[src/rtl/alu_pkg.sv]
// Shared types and constants for the pipelined ALU: opcode and state enums,
// flag bit positions within the Z flag vector.
package alu_pkg;

  typedef enum logic [2:0] {
    ADD = 3'b000,
    SUB = 3'b001,
    AND = 3'b010,
    NOT = 3'b011,
    LSL = 3'b100,
    LSR = 3'b101,
    ASR = 3'b110,
    MUL = 3'b111
  } alu_op_e;

  typedef enum logic [1:0] {
    IDLE = 2'd0,
    BUSY = 2'd1,
    DONE = 2'd2
  } alu_state_e;

  localparam int FLAG_C = 3;
  localparam int FLAG_Z = 2;
  localparam int FLAG_N = 1;
  localparam int FLAG_V = 0;

endpackage

[src/rtl/alu_mul_iter.sv]
// Iterative shift-add unsigned multiplier, one multiplier bit per clock.
// 'product' already includes the bit being processed, so it is final while 'done' is high.
module alu_mul_iter #(
  parameter int WIDTH = 16
) (
  input  logic               clk,
  input  logic               reset,
  input  logic               start,
  input  logic [WIDTH-1:0]   a,
  input  logic [WIDTH-1:0]   b,
  output logic               done,
  output logic [2*WIDTH-1:0] product
);

  localparam int CW = $clog2(WIDTH);
  localparam logic [CW-1:0] LAST = CW'(WIDTH - 1);

  logic [2*WIDTH-1:0] acc;
  logic [2*WIDTH-1:0] mcand;
  logic [WIDTH-1:0]   mplier;
  logic [CW-1:0]      cnt;
  logic               running;

  assign product = acc + (mplier[0] ? mcand : '0);
  assign done    = running && (cnt == LAST);

  always_ff @(posedge clk or posedge reset) begin
    if (reset) begin
      acc     <= '0;
      mcand   <= '0;
      mplier  <= '0;
      cnt     <= '0;
      running <= 1'b0;
    end else if (start) begin
      acc     <= '0;
      mcand   <= {{WIDTH{1'b0}}, a};
      mplier  <= b;
      cnt     <= '0;
      running <= 1'b1;
    end else if (running) begin
      acc    <= product;
      mcand  <= mcand << 1;
      mplier <= mplier >> 1;
      cnt    <= cnt + 1'b1;
      if (done) running <= 1'b0;
    end
  end

endmodule

[src/rtl/alu_pipe.sv]
// Handshaked ALU with registered result and C/Z/N/V flags.
// Define ALU_PIPE_MUL_EN to build the iterative multiplier; otherwise MUL yields zero in one cycle.
module alu_pipe
  import alu_pkg::*;
#(
  parameter int WIDTH = 16,
  parameter int SHW   = $clog2(WIDTH)
) (
  input  logic             clk,
  input  logic             reset,
  input  logic             in_valid,
  output logic             in_ready,
  input  logic [WIDTH-1:0] Ain,
  input  logic [WIDTH-1:0] Bin,
  input  logic [2:0]       ALUop,
  output logic             out_valid,
  input  logic             out_ready,
  output logic [WIDTH-1:0] out,
  output logic [3:0]       Z
);

  localparam int MSB = WIDTH - 1;

  alu_state_e       state, state_nxt;
  alu_op_e          op;
  logic [SHW-1:0]   sh;
  logic             accept;
  logic             load_res;
  logic [WIDTH:0]   ext;
  logic [WIDTH-1:0] res;
  logic             c, v;
  logic [3:0]       flags;

  assign op        = alu_op_e'(ALUop);
  assign sh        = Bin[SHW-1:0];
  assign in_ready  = (state == IDLE) || ((state == DONE) && out_ready);
  assign out_valid = (state == DONE);
  assign accept    = in_valid && in_ready;

  // Single-cycle datapath; shifts use a one-bit extension to capture the last bit out as carry.
  always_comb begin
    ext = '0;
    res = '0;
    c   = 1'b0;
    v   = 1'b0;
    case (op)
      ADD: begin
        ext = {1'b0, Ain} + {1'b0, Bin};
        res = ext[WIDTH-1:0];
        c   = ext[WIDTH];
        v   = (Ain[MSB] == Bin[MSB]) && (res[MSB] != Ain[MSB]);
      end
      SUB: begin
        ext = {1'b0, Ain} - {1'b0, Bin};
        res = ext[WIDTH-1:0];
        c   = ~ext[WIDTH];
        v   = (Ain[MSB] != Bin[MSB]) && (res[MSB] != Ain[MSB]);
      end
      AND: res = Ain & Bin;
      NOT: res = ~Bin;
      LSL: begin
        ext = {1'b0, Ain} << sh;
        res = ext[WIDTH-1:0];
        c   = ext[WIDTH];
      end
      LSR: begin
        ext = {Ain, 1'b0} >> sh;
        res = ext[WIDTH:1];
        c   = ext[0];
      end
      ASR: begin
        ext = $signed({Ain, 1'b0}) >>> sh;
        res = ext[WIDTH:1];
        c   = ext[0];
      end
      default: res = '0;
    endcase
    flags         = '0;
    flags[FLAG_C] = c;
    flags[FLAG_Z] = (res == '0);
    flags[FLAG_N] = res[MSB];
    flags[FLAG_V] = v;
  end

`ifdef ALU_PIPE_MUL_EN
  logic               mul_start;
  logic               mul_done;
  logic               load_mul;
  logic [2*WIDTH-1:0] mul_product;
  logic [3:0]         mul_flags;

  alu_mul_iter #(.WIDTH(WIDTH)) u_mul (
    .clk     (clk),
    .reset   (reset),
    .start   (mul_start),
    .a       (Ain),
    .b       (Bin),
    .done    (mul_done),
    .product (mul_product)
  );

  always_comb begin
    mul_flags         = '0;
    mul_flags[FLAG_Z] = (mul_product[WIDTH-1:0] == '0);
    mul_flags[FLAG_N] = mul_product[MSB];
    mul_flags[FLAG_V] = |mul_product[2*WIDTH-1:WIDTH];
  end
`endif

  always_ff @(posedge clk or posedge reset) begin
    if (reset) state <= IDLE;
    else       state <= state_nxt;
  end

  // DONE re-accepts during the drain cycle, giving back-to-back results without a bubble.
  always_comb begin
    state_nxt = state;
    load_res  = 1'b0;
`ifdef ALU_PIPE_MUL_EN
    mul_start = 1'b0;
    load_mul  = 1'b0;
`endif
    case (state)
      IDLE, DONE: begin
        if (accept) begin
`ifdef ALU_PIPE_MUL_EN
          if (op == MUL) begin
            state_nxt = BUSY;
            mul_start = 1'b1;
          end else begin
            state_nxt = DONE;
            load_res  = 1'b1;
          end
`else
          state_nxt = DONE;
          load_res  = 1'b1;
`endif
        end else if ((state == DONE) && out_ready) begin
          state_nxt = IDLE;
        end
      end
`ifdef ALU_PIPE_MUL_EN
      BUSY: begin
        if (mul_done) begin
          state_nxt = DONE;
          load_mul  = 1'b1;
        end
      end
`endif
      default: state_nxt = IDLE;
    endcase
  end

  always_ff @(posedge clk or posedge reset) begin
    if (reset) begin
      out <= '0;
      Z   <= '0;
    end else if (load_res) begin
      out <= res;
      Z   <= flags;
`ifdef ALU_PIPE_MUL_EN
    end else if (load_mul) begin
      out <= mul_product[WIDTH-1:0];
      Z   <= mul_flags;
`endif
    end
  end

endmodule

[config.mk]
export PLATFORM = sky130hd
export DESIGN_NAME = alu_pipe
export DESIGN_NICKNAME = d
export VERILOG_FILES = /design/src/rtl/alu_pkg.sv /design/src/rtl/alu_mul_iter.sv /design/src/rtl/alu_pipe.sv
export SDC_FILE = /design/constraint.sdc
export NUM_CORES = 1
export LEC_CHECK = 0
export ABC_AREA = 0
export BUFFER_PORTS_ARGS = -buffer_cell sky130_fd_sc_hd__buf_4
export CORE_UTILIZATION = 40
export CTS_CLUSTER_SIZE = 40
export DETAILED_ROUTE_END_ITERATION = 6
export PLACE_DENSITY = 0.57
export SLEW_MARGIN = 10
export SYNTH_ARGS = -nofsm -noshare
export SYNTH_HDL_FRONTEND = slang
export SYNTH_SLANG_ARGS = --single-unit
[constraint.sdc]
create_clock -name clk -period 2.8 [get_ports clk]
set_input_delay 0.42 -clock clk [delete_from_list [all_inputs] [get_ports clk]]
set_output_delay 0.42 -clock clk [all_outputs]
set_load 0.02 [all_outputs]
==> impl_results.md, run 1 <==
* Setup TNS at -0.165 ns
* Vias/cell at between 6 and 7
* Top Ports at 61
* Number of synthesized flops with an enable pin at 0
* Sequential cell area fraction in the yosys report at 0.106
* Share of the synthesized area in the top cell type at 0.119
* Syn_area_per_cell at around 8 sq um
* Worst EP required at roughly 3 ns
* Count leader, synth: nand2_1
* Via Count at 5641
* Nets at slightly below 900
* Max clock buf depth at 2
* Slew headroom at 0.455
* # setup viols final at 2
* Clock sink total at 20
* Power density over the cells at 312 nW/um^2
* Initial Util at 0.414
* CTS tree: yes
* Initial antenna violation count at 0
* WHS at ~0.30 ns
* Post-synth top cells: nand2_1 (59), nor2_1 (48), a21oi_1 (38), inv_1 (35), o21ai_0 (35)
* FP Rows at 39
* Crit path max fanout at 4
* Hold Path Class: input port to async pin
* Worst reg-to-reg setup slack at roughly 0.57 ns
* Status: complete, but fails checks
* CP cell instances: buf_8 -> buf_4 -> ha_4 -> fa_2 -> nor2b_1 -> o31a_1 -> o21ai_0 -> a211oi_2 -> o221ai_1 -> a2111o_1 -> nor3_2 -> nand3_1 -> o41ai_2
* H-tree depth at 1
* Synth Cell Area at ~4700 sq um
* HPWL Detailed at 15300 um
* Unrepaired setup endpoints after global routing: true
* Max Cap Viol at 0
* Global-route wire length before repair at between 20000 and 30000 um
* Syn Nets at between 600 and 700
* Die ar. at between 10000 and 15000 sq um
* N_diodes at 0
* Drt drc at 0
* Reg2Reg Depth at 9
* Yosys warnings at 0
* Final wirelength at between 15000 and 20000 um
* CTS Root Cell: clkbuf_16
* Fillers at 1068
* Slowest CP cell: a2111o_1
* Wire length per cell at ~20 um
* Kind of critical path: input port to flip-flop
* Critical Path AT at about 3.1 ns
* Reg-to-reg startpoint: state[1]
* GRT Total Usage at 0.299
* Fmax at 341 MHz
* RR Endpoint: Z[2]
* Final Skew at between 0.004 and 0.005 ns
* Max stage delay on crit path at around 0.47 ns
* Vias in the first global route at between 5000 and 6000
* Final WS setup at -0.132 ns
* Fin. Hold Viols at 0
* Failing checks: setup timing
* Worst-Margin Slew at approximately 0.8 ns
* Clock-pin slew on the worst setup and hold paths at about 0.060 ns
* Syn-to-layout area delta at 44.7%
* Pre-antenna DRT Iters at 4
* Congestion Overflow GR at 0
* Final period utilization at 1.05
* Die height at about 110 um
* Worst IR Drop VDD at 0.000574 V
* Unique cell type count in the Yosys netlist at 84
* Commonest register cell after synthesis: dfrtp_1
* P_leak at around 3.1 nW
* Critical path endpoint category: flip-flop
* Footprint of the multi-input gates at 4140 sq um
* Port Buf Inserts at 60
* Layout cell share with drive strength beyond 1 at 0.421
* Post-Syn Instances at between 600 and 700
* FFs w/ async S/R, synth at 1.00
* Largest net degree at the start of global routing at 32
* Leading area contributor after synthesis: mux4_2
* Initial DRC Count at 328
* Top post-synthesis cells by area: mux4_2 (12%), dfrtp_1 (11%), ha_1 (9.0%)
* Die X at between 100 and 150 um
* Tmin final at around 3 ns
* Clk_lat worst skew at around 0.25 ns
* Post-DRT Antenna Nets at 0
* Global placer's final weighted congestion at slightly below 1
* CTS Buf Count at 3
* Synthesis-stage register bit count at 20
* Register Area at 500 sq um
* Slew Viols, Final at 0
* Core area at 11500 sq um
* Worst setup SP type: input port
-- cell type report --
cell class / instances / share of cell area
timing repair buffer: 229 / 0.262
multi-input combinational: 499 / 0.604
inverter: 39 / 0.0217
sequential: 20 / 0.0730
clock buffer: 4 / 0.0129
tap: 143 / 0.0261
-- placed cells by master (no fill, tap or decap), drive strengths merged, types with 19 or more instances in the layout --
cell / instances
mux4: 25
a21oi: 38
o21ai: 37
mux2i: 30
buf: 229
nand2: 59
inv: 38
nor2: 49
mux2: 19
ha: 34
dfrtp: 20
-- metal layers --
layer  global-route usage  vias to the layer above  share of wire
met5                    0                        -              0
met4                0.104                        0          0.031
met2                0.508                      245           0.48
met1                0.397                     2690           0.43
li1                     -                     2666              -
met3               0.0257                       40          0.061
-- power by group --
group	switching [W]	internal, W
logic	0.000739	0.000704
registers	0.0000307	0.000344
clock network	0.000104	0.000218
total	0.000874	0.00127
-- sequential cells by signal (all words and copies together) (netlist names) --
name and count:
out 15, Z 4, state 1
-- cell families after synthesis --
group,Yosys count,synth area share
multiplexers,74,0.227
AO/OA/AOI/OAI,199,0.296
AND/OR/NAND/NOR,181,0.182
adder cells (fa/ha/maj),36,0.0982
XOR/XNOR,9,0.0166
flip-flops,20,0.106
buffers and inverters,82,0.0739
-- worst max-delay path, delay by kind of cell --
family	cells	cell delay (ns)
and+or+nand+nor	3	0.39
AOI/OAI and AO/OA	6	1.52
buffers and inverters	2	0.25
adders and majority gates	2	0.49
-- repair_timing --
item / in CTS / in global routing
hold buffers: 0 / 0
gates resized for setup: 23 / 30
buffers inserted: 0 / 2
setup endpoints to repair: 6 / 9
pin swaps: 10 / 8
-- worst max-delay path by stage --
stage | slack [ns] | from | cells past startpoint | to
after global routing | -0.29 | Bin[0] | 14 | Z[2]
after floorplan | -0.33 | Bin[1] | 14 | Z[2]
after CTS | -0.05 | Bin[0] | 14 | Z[2]
after detailed placement | -0.45 | Bin[0] | 13 | Z[2]
after global placement | -0.44 | Bin[0] | 15 | out[12]
final | -0.13 | Bin[0] | 13 | Z[2]
-- metrics by stage --
stage / utilization / cell area, sq um / instances / setup WS, ns / power (W)
2_1_floorplan: - / 4820 / 601 / -0.333 / 0.00113
3_3_place_gp: 0.568 / 6520 / 928 / -0.439 / 0.00172
3_5_place_dp: 0.568 / 6520 / 928 / -0.448 / 0.00174
4_1_cts: 0.584 / 6690 / 932 / -0.0510 / 0.00209
5_1_grt: 0.598 / 6860 / 934 / -0.294 / 0.00227
6_report: 0.598 / 6860 / 934 / -0.132 / 0.00214
No activity file was read; power rests on OpenSTA's default activity.
==> inputs of run 2 (changes only) <==
--- a/config.mk
+++ b/config.mk
@@ -7,10 +7,10 @@
 export LEC_CHECK = 0
 export ABC_AREA = 0
 export BUFFER_PORTS_ARGS = -buffer_cell sky130_fd_sc_hd__buf_4
-export CORE_UTILIZATION = 40
+export CORE_UTILIZATION = 50
 export CTS_CLUSTER_SIZE = 40
 export DETAILED_ROUTE_END_ITERATION = 6
-export PLACE_DENSITY = 0.57
+export PLACE_DENSITY = 0.69
 export SLEW_MARGIN = 10
 export SYNTH_ARGS = -nofsm -noshare
 export SYNTH_HDL_FRONTEND = slang
==> impl_results.md, run 2 (synthesis results as in run 1) <==
* Final period utilization at 1.04 (-0.00792)
* Final Skew at 0.000782 ns (-0.00341 ns)
* Worst reg-to-reg setup slack at 0.55 ns (-0.02 ns)
* N_diodes at 0 (unchanged)
* Worst setup SP type: input port
* HPWL Detailed at 15200 um (-1.0%)
* Worst EP required at 2.95 ns (about the same)
* M1 WL at 7630 um (-3.8%)
* Top Ports at 61 (unchanged)
* Tmin final at 2.91 ns (-0.0222 ns)
* Failing checks: setup timing
* Worst IR Drop VDD at 0.000193 V (-66%)
* FP Rows at 35 (-10%)
* Port Buf Inserts at 60 (unchanged)
* Setup TNS at -0.260 ns (-0.0948 ns)
* Kind of critical path: input port to flip-flop
* Fin. Hold Viols at 0 (unchanged)
* P_leak at 3.16 nW (+2.5%)
* Commonest non-fill, non-tap cells in the layout: buf_4 (234), nand2_1 (59), nor2_1 (48)
* Fmax at 344 MHz (+0.76%)
* Max clock buf depth at 2 (unchanged)
* Layout cell share with drive strength beyond 1 at 0.431 (+0.00953)
* Congestion Overflow GR at 0 (unchanged)
* Critical Path AT at 3.06 ns (-0.02 ns)
* Met2 WL at 9100 um (+1.8%)
* CTS tree: yes
* Final wirelength at 18700 um (+0.71%)
* Regs by FF count: out: 15 flops, Z: 4 flops, state: 1 flops
* Hold Path Class: input port to async pin
* Post-DRT Antenna Nets at 0 (unchanged)
* Global placer's final weighted congestion at 0.986 (+0.60%)
* Die X at 99.4 um (-10%)
* Vias in the first global route at 5590 (+0.92%)
* Reg2Reg Depth at 9 (unchanged)
* Critical path endpoint category: flip-flop
* Via Count at 5817 (+3.1%)
* Max Cap Viol at 0 (unchanged)
* Initial DRC Count at 467 (+42%)
* Initial antenna violation count at 0 (unchanged)
* CTS Root Cell: clkbuf_8
* Syn-to-layout area delta at 45.4%
* Clock-pin slew on the worst setup and hold paths at 0.06 ns (about the same)
* Wire length per cell at 20.4 um (+2.6%)
* Worst-Margin Slew at 0.835 ns (+0.0198 ns)
* Power Total at 0.00203 W (-5.2%)
* Commonest non-fill, non-tap cell in the layout: buf_4
* Final WS setup at -0.110 ns (+0.0222 ns)
* Core area at 9200 sq um (-20%)
* Largest register FFs at 15 (unchanged)
* Clk_lat worst skew at 0.25 ns (about the same)
* H-tree depth at 1 (unchanged)
* Most flops, register: out
* Slew Viols, Final at 0 (unchanged)
* # setup viols final at 3 (+1)
* Slew headroom at 0.442 (-0.0124)
* Drt drc at 0 (unchanged)
* Global-route wire length before repair at 29100 um (-1.1%)
* CTS Buf Count at 3 (unchanged)
* Nets at 883 (+1.8%)
* Initial Util at 0.516 (+0.102)
* Power density over the cells at 294 nW/um^2 (-5.7%)
* Die ar. at 9880 sq um (-20%)
* Status: complete, but fails checks
* GRT Total Usage at 0.375 (+0.0760)
* Crit path max fanout at 2 (-2)
* Reg-to-reg startpoint: state[1]
* Vias/cell at 6.34 (+5.0%)
* Met3 wire length at 1320 um (+16%)
* Unrepaired setup endpoints after global routing: true
* Largest net degree at the start of global routing at 29 (-9.4%)
* Clock sink total at 20 (unchanged)
* Pre-antenna DRT Iters at 5 (+1)
* Top layer in use: met4
* Die height at 99.4 um (-10%)
* RR Endpoint: Z[2]
run 2: worst max path at each step:
stage | endpoint | slack, ns | from | depth (start not counted)
after floorplan | Z[2] | -0.33 | Bin[1] | 14
after global placement | Z[2] | -0.46 | Ain[0] | 14
after global routing | Z[2] | -0.23 | Bin[0] | 14
final | Z[2] | -0.11 | Ain[0] | 15
after CTS | Z[2] | -0.11 | Ain[0] | 14
after detailed placement | Z[2] | -0.52 | Bin[0] | 13
run 2: power breakdown:
part,switching (W),internal (W),total (W),leakage (nW)
Clock,0.0000780,0.0000953,0.000173,0.0216
Combinational,0.000757,0.000725,0.00148,2.90
Sequential,0.0000289,0.000344,0.000373,0.246
run 2: area by class of cell:
class / instances / area [sq um]
well taps: 111 / 139
clock buffers: 3 / 41.3
flip-flops and latches: 20 / 500
inverters: 39 / 151
multi-input cells: 499 / 4140
fillers: 727 / 2300
repair buffers: 245 / 1920
run 2: through the flow:
step,worst slack (ns),instance area [sq um],hold slack [ns],util,instances
global route,-0.234,6890,0.362,0.750,917
detailed placement,-0.524,6540,0.470,0.711,908
CTS,-0.107,6700,0.309,0.728,914
finish,-0.110,6890,0.288,0.750,917
global placement,-0.464,6540,0.465,0.711,908
floorplan,-0.333,4820,0.384,-,601
run 2: what timing repair did:
item                       4_1_cts  5_1_grt
pin swaps                        8       17
gates resized for setup         24       38
setup endpoints to repair        6       10
hold buffers                     0        0
setup buffers                    3        3
run 2: layer usage:
layer / vias to the layer above / track usage
met3: 49 / 0.0183
met2: 328 / 0.651
met1: 2733 / 0.492
met5: - / 0
met4: 0 / 0.147
li1: 2707 / -
run 2: worst max-delay path, cell delays in order:
cell     delay, ns
buf_8         0.10
buf_6         0.11
inv_4         0.06
ha_4          0.12
fa_2          0.22
nor2b_2       0.05
o31a_1        0.31
o41ai_4       0.27
o21ai_1       0.10
buf_4         0.16
a211o_1       0.30
mux2i_1       0.17
xnor2_1       0.18
o21ai_2       0.12
o41ai_2       0.36
==> inputs of run 3 (changes only) <==
==> constraint.sdc (replaced) <==
create_clock -name clk -period 2.8 [get_ports clk]
set_input_delay 0.56 -clock clk [delete_from_list [all_inputs] [get_ports clk]]
set_output_delay 0.56 -clock clk [all_outputs]
set_load 0.02 [all_outputs]
==> impl_results.md, run 3 (synthesis results as in run 1) <==
* Final WS setup at -0.293 ns (-0.183 ns)
* Failing checks: setup timing
* Clock sink total at 20 (unchanged)
* HPWL Detailed at 16100 um (+6.1%)
* Power density over the cells at 314 nW/um^2 (+6.9%)
* Global-route wire length before repair at 31700 um (+8.7%)
* Global placer's final weighted congestion at 1.03 (+4.4%)
* Initial DRC Count at 751 (+61%)
* Nets at 888 (+0.57%)
* Commonest non-fill, non-tap cell in the layout: buf_4
* Met2 Use GR at 0.710 (+0.0593)
* Non-filler cells, final at 923 (+0.65%)
* CTS Root Cell: clkbuf_8
* GR Layer Usage met1 at 0.529 (+0.0375)
* Final wirelength at 21000 um (+12%)
* # setup viols final at 7 (+4)
* Syn-to-layout area delta at 52.0%
* Die ar. at 9880 sq um (unchanged)
* Final Skew at 0.00904 ns (+0.00826 ns)
* GRT Max-Usage Layer: met2
* Vias in the first global route at 6075 (+8.7%)
* Placed cells at 908 (unchanged)
* Tmin final at 3.09 ns (+0.183 ns)
* Die X at 99.4 um (unchanged)
* Crit path max fanout at 5 (+3)
* Unrepaired setup endpoints after global routing: true
* Max clock buf depth at 2 (unchanged)
* Vias/cell at 6.70 (+5.6%)
* P_leak at 3.23 nW (+2.0%)
* Clock-pin slew on the worst setup and hold paths at 0.08 ns (+0.02 ns)
* Slew Viols, Final at 0 (unchanged)
* Max Cap Viol at 0 (unchanged)
* N_diodes at 0 (unchanged)
* Initial Util at 0.516 (unchanged)
* Core area at 9200 sq um (unchanged)
* Drt drc at 0 (unchanged)
* GR Layer Usage met3 at 0.0562 (+0.0379)
* Layout cell share with drive strength beyond 1 at 0.463 (+0.0325)
* Final period utilization at 1.10 (+0.0653)
* Fin. Hold Viols at 0 (unchanged)
* Status: complete, but fails checks
* Commonest non-fill, non-tap cells in the layout: buf_4 (234), nand2_1 (59), nor2_1 (46)
* Post-DRT Antenna Nets at 0 (unchanged)
* CTS tree: yes
* Port Buf Inserts at 60 (unchanged)
* GRT Total Usage at 0.415 (+0.0398)
* Worst IR Drop VDD at 0.000220 V (+14%)
* FP Rows at 35 (unchanged)
* Pre-antenna DRT Iters at 6 (+1)
* Largest register FFs at 15 (unchanged)
* WHS at 0.433 ns (+0.146 ns)
* Slew headroom at 0.483 (+0.0411)
* Clk_lat worst skew at 0.26 ns (about the same)
* Kind of critical path: input port to flip-flop
* Top Ports at 61 (unchanged)
* Initial antenna violation count at 0 (unchanged)
* Largest net degree at the start of global routing at 30 (+3.4%)
* CTS Buf Count at 3 (unchanged)
* Util after Layout at 0.784 (+0.0339)
* Critical Path AT at 3.26 ns (+0.20 ns)
* Fmax at 323 MHz (-5.9%)
* Die height at 99.4 um (unchanged)
* Worst-Margin Slew at 0.774 ns (-0.0607 ns)
* Critical path endpoint category: flip-flop
* Most flops, register: out
* Setup TNS at -0.809 ns (-0.550 ns)
* Congestion Overflow GR at 0 (unchanged)
* Regs by FF count: out: 15 flops, Z: 4 flops, state: 1 flops
* Hold Path Class: input port to async pin
* Hold Buf Count CTS at 0 (unchanged)
* Worst EP required at 2.97 ns (+0.02 ns)
* Via Count at 6183 (+6.3%)
* Wire length per cell at 22.8 um (+12%)
* H-tree depth at 1 (unchanged)
* Worst setup SP type: input port
==> run 3: cell count changes in the layout (fill, tap and decap cells not counted), sizes merged <==
cell,before,now
buf,245,250
bufinv,0,1
==> run 3: worst paths after layout <==
check / to / cells after the start / slack, ns / from
worst min-delay path: out[13] / 2 / 0.43 / reset
min in group clk: out[3] / 2 / 0.49 / out[3]
worst min register to register: out[3] / 2 / 0.49 / out[3]
worst max register to register: Z[2] / 9 / 0.68 / state[1]
worst max-delay path: Z[2] / 15 / -0.29 / Bin[1]
max in group asynchronous: Z[3] / 2 / 1.87 / reset
==> run 3: per-layer routing <==
layer / routed length, um / vias to the layer above
li1: - / 2713
met3: 2220 / 116
met5: 0 / -
met2: 9710 / 483
met1: 7930 / 2871
met4: 1160 / 0
==> run 3: worst max-delay path, stage by stage <==
cell and delay [ns]:
buf_8 0.09, inv_4 0.04, buf_6 0.12, fa_2 0.37, buf_4 0.15, o21bai_1 0.22, a21oi_1 0.12, mux2i_1 0.18
nand3_1 0.10, nor4_1 0.31, buf_4 0.19, nand4_1 0.14, nor4_2 0.30, nand3_1 0.14, o41ai_2 0.22
==> run 3: power by group <==
part           total, W  switching, W  internal (W)  leakage, nW
combinational   0.00160      0.000830      0.000770         2.95
clock          0.000288     0.0000970      0.000191       0.0357
sequential     0.000378     0.0000348      0.000343        0.246
total           0.00227      0.000961       0.00130         3.23
==> run 3: final cells by class <==
class / instances / area [sq um]
well taps: 111 / 139
clock inverters: 1 / 30.0
repair buffers: 250 / 1990
inverters: 39 / 156
clock buffers: 3 / 41.3
fillers: 633 / 1990
flip-flops and latches: 20 / 500
multi-input cells: 499 / 4350
==> run 3: repair_timing <==
action	CTS	global route
pin swaps	12	22
endpoints found under the setup margin	9	10
buffers inserted	6	5
gates cloned	0	0
gates resized for setup	36	61
==> run 3: per-stage QoR <==
stage	worst slack (ns)	power (W)	area, sq um
2_1_floorplan	-0.473	0.00114	4860
3_3_place_gp	-0.575	0.00175	6590
3_5_place_dp	-0.686	0.00178	6590
4_1_cts	-0.138	0.00213	6880
5_1_grt	-0.295	0.00237	7210
6_report	-0.293	0.00227	7210
